--- src/rtl/wb_arbiter.sv ---
// Writeback arbiter: serializes ALU results and buffered load results onto the
// single register-file write port and tracks pending destinations in a busy
// scoreboard for the issue stage.
module wb_arbiter #(
    parameter int DEPTH = 4,
    parameter int XLEN  = 32
) (
    input  logic            clk,
    input  logic            rst,
    input  logic            alu_valid,
    input  logic [4:0]      alu_rd,
    input  logic [XLEN-1:0] alu_data,
    output logic            alu_ready,
    input  logic            lsu_valid,
    input  logic [4:0]      lsu_rd,
    input  logic [XLEN-1:0] lsu_data,
    output logic            lsu_ready,
    input  logic            issue_valid,
    input  logic [4:0]      issue_rd,
    output logic [31:0]     busy,
    output logic            we3,
    output logic [4:0]      a3,
    output logic [XLEN-1:0] wd3
);
    localparam int PW = $clog2(DEPTH);
    localparam int CW = PW + 1;

    logic [4:0]      rd_mem   [DEPTH];
    logic [XLEN-1:0] data_mem [DEPTH];
    logic [PW-1:0]   wr_ptr, rd_ptr;
    logic [CW-1:0]   count;

    logic            full, empty, push, pop, commit;
    logic [4:0]      c_rd;
    logic [XLEN-1:0] c_data;
    logic [31:0]     clr_mask, set_mask, busy_nxt;

    assign full      = (count == CW'(DEPTH));
    assign empty     = (count == '0);
    // Readies depend only on registered occupancy, never on the valids.
    assign alu_ready = !full;
    assign lsu_ready = !full;
    assign push      = lsu_valid && lsu_ready;

    // Pick one commit per cycle: a full FIFO forces a drain so loads cannot
    // starve behind a continuous ALU stream; otherwise ALU wins.
    always_comb begin
        pop    = 1'b0;
        commit = 1'b0;
        c_rd   = rd_mem[rd_ptr];
        c_data = data_mem[rd_ptr];
        if (full) begin
            pop    = 1'b1;
            commit = 1'b1;
        end else if (alu_valid) begin
            commit = 1'b1;
            c_rd   = alu_rd;
            c_data = alu_data;
        end else if (!empty) begin
            pop    = 1'b1;
            commit = 1'b1;
        end
    end

    // Load FIFO storage; no reset needed since count gates every read.
    always_ff @(posedge clk) begin
        if (push) begin
            rd_mem[wr_ptr]   <= lsu_rd;
            data_mem[wr_ptr] <= lsu_data;
        end
    end

    // FIFO pointers and occupancy; pointers wrap naturally at power-of-two depth.
    always_ff @(posedge clk or posedge rst) begin
        if (rst) begin
            wr_ptr <= '0;
            rd_ptr <= '0;
            count  <= '0;
        end else begin
            if (push) wr_ptr <= wr_ptr + 1'b1;
            if (pop)  rd_ptr <= rd_ptr + 1'b1;
            case ({push, pop})
                2'b10:   count <= count + 1'b1;
                2'b01:   count <= count - 1'b1;
                default: count <= count;
            endcase
        end
    end

    // Registered write port; x0 writes are consumed but never enabled.
    always_ff @(posedge clk or posedge rst) begin
        if (rst) begin
            we3 <= 1'b0;
            a3  <= '0;
            wd3 <= '0;
        end else if (commit) begin
            we3 <= (c_rd != 5'd0);
            a3  <= c_rd;
            wd3 <= c_data;
        end else begin
            we3 <= 1'b0;
        end
    end

    // Clear a bit one edge after its write is presented, so the synchronous
    // register file already holds the new value when busy drops; set wins.
    always_comb begin
        clr_mask    = we3 ? (32'd1 << a3) : 32'd0;
        set_mask    = (issue_valid && issue_rd != 5'd0) ? (32'd1 << issue_rd) : 32'd0;
        busy_nxt    = (busy & ~clr_mask) | set_mask;
        busy_nxt[0] = 1'b0;
    end

    // Scoreboard register.
    always_ff @(posedge clk or posedge rst) begin
        if (rst) busy <= '0;
        else     busy <= busy_nxt;
    end
endmodule

--- config.mk ---
export PLATFORM = sky130hd
export DESIGN_NAME = wb_arbiter
export DESIGN_NICKNAME = d
export VERILOG_FILES = /design/src/rtl/wb_arbiter.sv
export SDC_FILE = /design/constraint.sdc
export NUM_CORES = 1
export LEC_CHECK = 0
export CAP_MARGIN = 20
export CORE_UTILIZATION = 53
export CTS_CLUSTER_SIZE = 40
export DETAILED_ROUTE_END_ITERATION = 16
export GPL_TIMING_DRIVEN = 0
export PLACE_DENSITY = 0.8
export SLEW_MARGIN = 20
export SYNTH_ARGS = -nofsm -noshare
export SYNTH_HDL_FRONTEND = slang
export SYNTH_SLANG_ARGS = --single-unit
--- constraint.sdc ---
create_clock -name clk -period 3.4 [get_ports clk]
set_clock_uncertainty 0.05 [all_clocks]
set_input_delay 0.68 -clock clk [delete_from_list [all_inputs] [get_ports clk]]
set_output_delay 0.68 -clock clk [all_outputs]
set_load 0.02 [all_outputs]
# ---- After elaboration in Yosys (flattened, before gate mapping)
# Memories as Yosys holds them, arrays and structs flattened.
# Index checks and enable logic that the tools add are counted.
dict set report op_classes {
  n_reduce_logical 7
  n_eq_ne 3
  bitwise_logic 3
  shifts 2
  muxes 15
  n_addsub 4
}
# op count
set ops {}
lappend ops {{32-bit two-way mux} 4}
lappend ops {{1-bit by 5-bit << shifter with 32-bit output, first input constant} 2}
lappend ops {{32-bit bitwise AND} 1}
lappend ops {{32-bit inverter} 1}
lappend ops {{32-bit bitwise OR} 1}
lappend ops {{5-bit two-way mux} 2}
lappend ops {{5-bit nonzero test} 2}
lappend ops {{1-bit two-way mux} 8}
lappend ops {{3-bit one-hot mux with 2 select lines} 1}
lappend ops {{2-bit by 1-bit adder with 2-bit output, second input constant} 2}
lappend ops {{3-bit by 1-bit adder with 3-bit output, second input constant} 1}
lappend ops {{3-bit == test, second input constant} 1}
lappend ops {{3-bit logical NOT} 1}
lappend ops {{3-bit by 1-bit subtractor with 3-bit output, second input constant} 1}
lappend ops {{2-bit by 1-bit == test with 1-bit output, second input constant} 1}
lappend ops {{2-bit == test, second input constant} 1}
lappend ops {{1-bit logical AND} 2}
lappend ops {{2-bit nonzero test} 1}
lappend ops {{1-bit logical NOT} 1}
dict set report word_totals {
  mem_count 2
  ramBits 148
  elab_cells 43
  regBits 76
  output_inout_bits 72
  inputBits 84
}
# name depth width rd rd_clocked_by_memory_dff write_ports line_no
set memory_table {}
lappend memory_table {data_mem 4 32 1 0 1 29} ;# logic [XLEN-1:0] data_mem [DEPTH];
lappend memory_table {rd_mem 4 5 1 0 1 28} ;# logic [4:0] rd_mem [DEPTH];

# ---- Logic depth before layout (Yosys ltp)
# Gate-level depths: netlist of run 1.
dict set report logic_depth {
  word_depth 6
  depth_mapped 10
}

# ---- Worst setup path after synthesis of run 1
# No wires, ideal clock.
dict set report synth_timing {
  path_kind {reg2reg}
  start {reg count[2]}
  end {mem data_mem[0][0] (enable)}
  stages_incl_launch_ff 7
  path_slack_ns 0.764
  period_less_slack_ns 2.636
  setup_ns 0.398
  arrival_ns 2.188
  path_cell_list {dfrtp_1 buf_4 or3b_1 buf_2 buf_2 buf_2 and3_1}
}
dict set report synth_via {
  elab_chain_cells 5
}
# item line_no
set synth_rtl {}
lappend synth_rtl {{start, declared} 31} ;# logic [CW-1:0] count;
lappend synth_rtl {{start signal, assigned} 83} ;# 2'b10: count <= count + 1'b1;
lappend synth_rtl {{start signal, assigned} 84} ;# 2'b01: count <= count - 1'b1;
lappend synth_rtl {{start signal, assigned} 85} ;# default: count <= count;
lappend synth_rtl {{3-bit == test} 38} ;# assign full = (count == CW'(DEPTH));
lappend synth_rtl {{1-bit logical NOT} n/a}
lappend synth_rtl {{net alu_ready} 13} ;# output logic alu_ready,
lappend synth_rtl {{1-bit logical AND} 43} ;# assign push = lsu_valid && lsu_ready;
lappend synth_rtl {{1-bit two-way mux} 67} ;# if (push) begin
lappend synth_rtl {{1-bit two-way mux (implied by the code)} 69} ;# data_mem[wr_ptr] <= lsu_data;
lappend synth_rtl {{end, declared} 29}
# The timed path passes the listed nets, and every way through them passes these cells.

# ---- Worst setup path after layout of run 1
dict set report layout_timing {
  start {reg count[2]}
  end {out lsu_ready}
}
dict set report layout_via {
  elab_chain_cells 2
}
# item line_no
set layout_rtl {}
lappend layout_rtl {{3-bit == test} 38}
lappend layout_rtl {{1-bit logical NOT} 42} ;# assign lsu_ready = !full;
lappend layout_rtl {{end, declared} 17} ;# output logic lsu_ready,
# No other way between the ends.

==> summary.md, run 1 <==
| Metric | Value |
|---|---|
| Outcome | `complete, no violations` |
| I/O Pins | `156` |
| FP Rows | `47` |
| Congestion Overflow GR | `0` |
| Post-Syn Area per Cell | `15.1 um^2` |
| LEAKAGE | `4.18 nW` |
| H-tree depth | `1` |
| R2R setup slack | `0.90 ns` |
| Die area | `18,000 um^2` |
| Drt wl/cell | `22.3 um` |
| Type of the worst setup path | `reg -> out` |
| Total clock sinks | `224` |
| Fin. max-slew vios | `0` |
| PortBufs | `154` |
| Least-Margin Pin Slew | `0.703 ns` |
| Synth Area in XOR/XNOR | `0.568%` |
| Total negative slack | `0 ns` |
| Final Setup Violations | `0` |
| Ys Warns | `0` |
| Most area-consuming cells after synthesis | `edfxtp_1 (48%), dfrtp_1 (21%), mux4_2 (9.0%), o21ai_0 (3.0%), o21a_1 (2.6%)` |
| Critical Path AT | `2.45 ns` |
| # Post-CTS Setup Buffers | `0` |
| Fin Hold WS | `0.443 ns` |
| Sequential share of the synthesized area | `68.6%` |
| Die Y | `134 um` |
| Core area | `16,800 um^2` |
| CP Max Fanout | `20` |
| # diodes | `0` |
| DR iter-0 viols | `581` |
| Endpoint class of the critical path | `primary output` |
| Pre-CTS setup slack | `0.253 ns` |
| Critical path launch point type | `flop` |
| Detailed Route WL | `23.0 mm` |
| Syn nets | `703` |
| Yosys cell types | `39` |
| Vias in the first global route | `6,561` |
| Worst-path clk slew | `0.06 ns` |
| Root Driver | `clkbuf_16` |
| Cts bufs inserted | `22` |
| Routability congestion estimate | `0.905` |
| Synth Register Bits | `224` |
| Initial Utilization | `55.0%` |
| Nets | `885` |
| First-pass GRT wire length | `35.8 mm` |
| Worst Setup Slack, final | `0.216 ns` |
| TritonRoute pass-1 iters | `5` |
| Max Freq | `314 MHz` |
| Mux share of post-synthesis cell area | `9.45%` |
| DR vias | `6,255` |
| Die width | `134 um` |
| Post-CTS Hold Buffers | `0` |
| Number of remaining DRC errors | `0` |
| Post-synth top area cell | `edfxtp_1` |
| Min Tclk post-route | `3.18 ns` |
| Layout area overhead | `29.2%` |
| Post-synthesis compound-gate area fraction | `12.4%` |
| Power, Total | `11.2 mW` |
| Most common cell on crit path | `buf_4` |
| RSZ-0062 raised after global routing | `no` |
| Post-Synth Adder-Cell Area | `0.893%` |
| Routed Antenna Nets | `0` |
| Initial antenna violation count | `0` |
| Synth Cell Area | `9250 um^2` |
| FILL cells | `1,104` |
| Pwr per Cell Area | `933 nW/um^2` |
| Critical-path top delay cell | `clkdlybuf4s50_1` |
| DP Wirelength | `15.4 mm` |
| Worst-Skew Late Latency | `0.51 ns` |
| Worst min path class | `reg -> reg` |
| CTS max path bufs | `3` |
| Mapped Cells | `613` |
| Worst slew margin | `53.1%` |
| Largest net degree at the start of global routing | `50` |
| Slowest stage delay, CP | `0.52 ns` |
| Simple-Gate Fraction of Synth Area | `5.82%` |
| CTS tree | `yes` |
| Share of the synthesized area in the top cell type | `48.0%` |
| Total of max-cap violations | `0` |
| Vias/cell | `6.07` |
| Req. time, crit path | `2.67 ns` |
| Gr usage total | `26.3%` |
| Fin. Hold Viols | `0` |
| CP cell instances | `buf_4 -> or3b_1 -> buf_2 -> buf_4 -> buf_4 -> clkdlybuf4s50_1` |
| Final period utilization | `93.6%` |
| Peak VDD IR | `0.000603 V` |
| Largest family of logic cells by synthesized area | `compound AO/OA/AOI/OAI gates` |
| Final core occ | `71.1%` |
| Layout cell share with drive strength beyond 1 | `12.9%` |
[repair_timing]
action | CTS | global route
cloned | 0 | 0
endpoints found under the setup margin | 1 | 1
resized for setup | 1 | 0
[where the power goes]
| group | switching (mW) | internal (mW) | total (mW) |
|---|---|---|---|
| Clock | 1.01 | 1.55 | 2.56 |
| Sequential | 0.430 | 3.78 | 4.21 |
| Combinational | 2.43 | 1.95 | 4.38 |
[worst max-delay path: cells and delay by family, from the launching register on]
family        cells  cell delay (ns)
buf+inv           5             1.24
simple gates      1             0.35
flops             1             0.34
[final cells by class]
class                           count  area (um^2)  share of cell area [%]
Buffer                             37          174                    1.45
Sequential cell                   224         6350                    53.1
Inverter                            7         28.8                   0.241
Clock inverter                      9          131                    1.10
Clock buffer                       31          644                    5.39
Multi-Input combinational cell    344         2710                    22.6
Timing Repair Buffer              159         1650                    13.8
Tap cell                          220          275                    2.30
[through the flow]
step	cell area (um^2)	cells
after floorplan	9250	613
after global placement	11100	987
after detailed placement	11200	992
after CTS	12000	1032
after global routing	12000	1031
final	12000	1031
[per-layer routing]
layer,GRT usage [%],wire (um)
met1,33.7,8850
met5,0,0
met4,9.55,520
met2,45.5,11900
met3,4.46,1710
[flip-flops by register name (all words and copies together) (netlist names)]
register / flops
a3: 5
busy: 31
count: 3
data_mem: 128
rd_mem: 20
rd_ptr: 2
wd3: 32
we3: 1
wr_ptr: 2
[placed cells by master (no fill, tap or decap), drive strengths merged, types with 2 or more instances in the layout]
cell | Yosys | final
o21a | 32 | 32
ha | 5 | 5
nor2 | 9 | 9
nand2b | 36 | 36
mux4 | 37 | 37
nand3 | 3 | 3
or3b | 2 | 2
nand2 | 9 | 9
clkinv | 0 | 5
o21ai | 95 | 95
o22ai | 32 | 32
clkbuf | 23 | 54
edfxtp | 148 | 148
mux2i | 3 | 3
and3 | 6 | 6
buf | 15 | 19
xor2 | 3 | 3
clkdlybuf4s50 | 0 | 154
a21oi | 38 | 38
nand3b | 6 | 6
xnor2 | 3 | 3
nor3 | 2 | 2
nand4b | 2 | 2
or2 | 11 | 11
dfrtp | 76 | 76
bufinv | 0 | 3
inv | 7 | 7
or3 | 2 | 2
[logic make-up after synthesis]
kind of cell,after synthesis
flops,224
compound gates,200
simple gates,90
buf+inv,45
mux,41
fa+ha+maj,6
xor+xnor,6
other cells,1
[path summary, 6_finish.rpt]
check,to,startpoint,cells after the start
setup / recovery,lsu_ready,count[2],6
hold / removal,busy[9],busy[9],2
setup reg to reg,count[2],count[0],9
hold reg to reg,busy[9],busy[9],2
max in group asynchronous,busy[13],rst,3
min in group asynchronous,busy[11],rst,2
[cell usage after synthesis]
cell type / count
nand4_1: 1
a2111oi_4: 1
xnor2_1: 3
or2_1: 3
o21a_1: 32
fa_1: 1
o22ai_1: 32
or3b_1: 2
buf_4: 7
or3_1: 2
mux4_2: 37
nor3b_1: 1
nand2_1: 8
conb_1: 1
o21ai_0: 55
a21oi_1: 38
a41oi_1: 1
a21boi_1: 1
nand2b_1: 36
nand4b_1: 2
o21ai_1: 40
inv_1: 7
nor2_1: 9
and3_1: 5
edfxtp_1: 148
or2_2: 8
mux2_1: 1
nand3b_1: 6
nand2_2: 1
buf_1: 2
and3_4: 1
dfrtp_1: 76
nand3_1: 3
mux2i_1: 3
xor2_1: 3
nor3_1: 2
clkbuf_1: 23
buf_2: 6
ha_1: 5
Power figures use the tool's default switching activity.
==> run 2: changes to the inputs <==
CORE_UTILIZATION = 63   (was 53)
DONT_BUFFER_PORTS = 1   (was not set)
PLACE_DENSITY = 0.79   (was 0.8)
==> summary.md, run 2 (same netlist as run 1, synthesis figures left out) <==
| Metric | Value |
|---|---|
| Fin. Hold Viols | `0 (unchanged)` |
| Final core occ | `73.5% (+2.4 points)` |
| Post-CTS Hold Buffers | `0 (unchanged)` |
| Max Freq | `337 MHz (+7.4%)` |
| Congestion Overflow GR | `0 (unchanged)` |
| Final period utilization | `87.2% (-6.5 points)` |
| Critical path launch point type | `flop` |
| Fin area | `10,400 um^2 (-13%)` |
| Root Driver | `clkbuf_16` |
| Type of the worst setup path | `reg -> out` |
| Most common cell after layout, fill and taps aside | `edfxtp_1` |
| Nets | `733 (-17%)` |
| Cts bufs inserted | `23 (+4.5%)` |
| Min Tclk post-route | `2.96 ns (-0.219 ns)` |
| Top reg by flops | `data_mem` |
| PortBufs | `0 (-100%)` |
| Initial Utilization | `65.6% (+11 points)` |
| Layout area overhead | `12.0%` |
| Largest net degree at the start of global routing | `42 (-16%)` |
| Worst-path clk slew | `0.06 ns (about the same)` |
| Outcome | `complete, no violations` |
| Die width | `123 um (-8.2%)` |
| Number of remaining DRC errors | `0 (unchanged)` |
| Drt wl/cell | `24.7 um (+11%)` |
| Initial antenna violation count | `1 (+1)` |
| Vias/cell | `6.66 (+9.8%)` |
| Final Setup Violations | `0 (unchanged)` |
| Detailed Route WL | `20.8 mm (-9.6%)` |
| Req. time, crit path | `2.67 ns (about the same)` |
| LEAKAGE | `3.58 nW (-14%)` |
| Layout cell share with drive strength beyond 1 | `16.1% (+3.1 points)` |
| Commonest non-fill, non-tap cells in the layout | `edfxtp_1 (148), dfrtp_1 (76), o21ai_0 (55), o21ai_1 (40), a21oi_1 (38)` |
| Worst slew margin | `55.9% (+2.8 points)` |
| Worst-Skew Late Latency | `0.51 ns (about the same)` |
| Max reg flops | `128 (unchanged)` |
| H-tree depth | `1 (unchanged)` |
| Routed Antenna Nets | `0 (unchanged)` |
| DP Wirelength | `13.8 mm (-10%)` |
| Fin. max-slew vios | `0 (unchanged)` |
| Fin Hold WS | `0.0401 ns (-0.403 ns)` |
| Routability congestion estimate | `0.927 (+2.5%)` |
| RSZ-0062 raised after global routing | `no` |
| Total clock sinks | `224 (unchanged)` |
| CP Max Fanout | `11 (-45%)` |
| Pwr per Cell Area | `977 nW/um^2 (+4.7%)` |
| TritonRoute pass-1 iters | `5 (unchanged)` |
| CTS max path bufs | `3 (unchanged)` |
| DR vias | `5,595 (-11%)` |
| FP Rows | `43 (-8.5%)` |
| Cell Area, Placed | `9580 um^2 (-14%)` |
| Core area | `14,100 um^2 (-16%)` |
| Die Y | `123 um (-8.2%)` |
| Die area | `15,200 um^2 (-16%)` |
| Total of max-cap violations | `0 (unchanged)` |
| Critical Path AT | `2.23 ns (-0.22 ns)` |
| Vias in the first global route | `5,832 (-11%)` |
| I/O Pins | `156 (unchanged)` |
| First-pass GRT wire length | `31.3 mm (-13%)` |
| Worst min path class | `in -> async` |
| # diodes | `0 (unchanged)` |
| # Post-CTS Setup Buffers | `0 (unchanged)` |
| Peak VDD IR | `0.000598 V (-0.71%)` |
| Top flop regs | `data_mem (128), wd3 (32), busy (31)` |
| Least-Margin Pin Slew | `0.662 ns (-0.0413 ns)` |
| DR iter-0 viols | `535 (-7.9%)` |
| Post-CTS sizing | `0 (-1)` |
| CTS tree | `yes` |
| Gr usage total | `28.2% (+1.9 points)` |
| Endpoint class of the critical path | `primary output` |
run 2: final timing paths:
| kind | slack (ns) | end | from | cells past startpoint |
|---|---|---|---|---|
| max in group asynchronous | 2.66 | we3 | rst | 2 |
| min in group clk | 0.21 | data_mem[0][22] | lsu_data[22] | 0 |
| hold / removal | 0.04 | wd3[14] | rst | 1 |
| setup / recovery | 0.44 | lsu_ready | count[2] | 6 |
| setup reg to reg | 0.69 | data_mem[3][28] | count[2] | 7 |
| hold reg to reg | 0.51 | wr_ptr[0] | wr_ptr[0] | 1 |
run 2: metal layers:
layer	up-vias	GRT usage, %	part of all wire (%)
met2	305	49.7	52
met1	2825	32.7	36
met4	2	9.94	2.4
met3	44	8.49	9.7
met5	-	0	0.048
li1	2419	-	-
run 2: final cells by class:
cell class,instances,area (um^2)
Sequential cell,224,6350
Fill cell,861,3730
Multi-Input combinational cell,344,2710
Clock buffer,36,694
Tap cell,180,225
Buffer,38,176
Timing Repair Buffer,5,100
Clock inverter,6,83.8
Inverter,7,28.8
run 2: worst max-delay path: stages (launching register included):
cell and delay, ns:
dfrtp_1 0.36, buf_4 0.18, or3b_1 0.16, buf_2 0.17, buf_2 0.29, buf_2 0.34
buf_4 0.21
run 2: metrics by stage:
| stage | power (mW) | cells | setup slack, ns | setup TNS, ns |
|---|---|---|---|---|
| floorplan | 6.72 | 613 | 0.732 | 0 |
| global placement | 7.37 | 793 | -0.181 | -33.31 |
| detailed placement | 7.60 | 798 | 0.708 | 0 |
| CTS | 10.1 | 840 | 0.437 | 0 |
| global route | 10.6 | 840 | 0.331 | 0 |
| finish | 10.1 | 840 | 0.436 | 0 |
run 2: power breakdown:
| group | total (mW) | leakage, nW | internal, mW | switching, mW |
|---|---|---|---|---|
| Clock | 2.54 | 0.384 | 1.55 | 0.985 |
| Sequential | 4.79 | 2.23 | 3.78 | 1.01 |
| Combinational | 2.80 | 0.964 | 1.15 | 1.64 |
| Total | 10.1 | 3.58 | 6.49 | 3.63 |
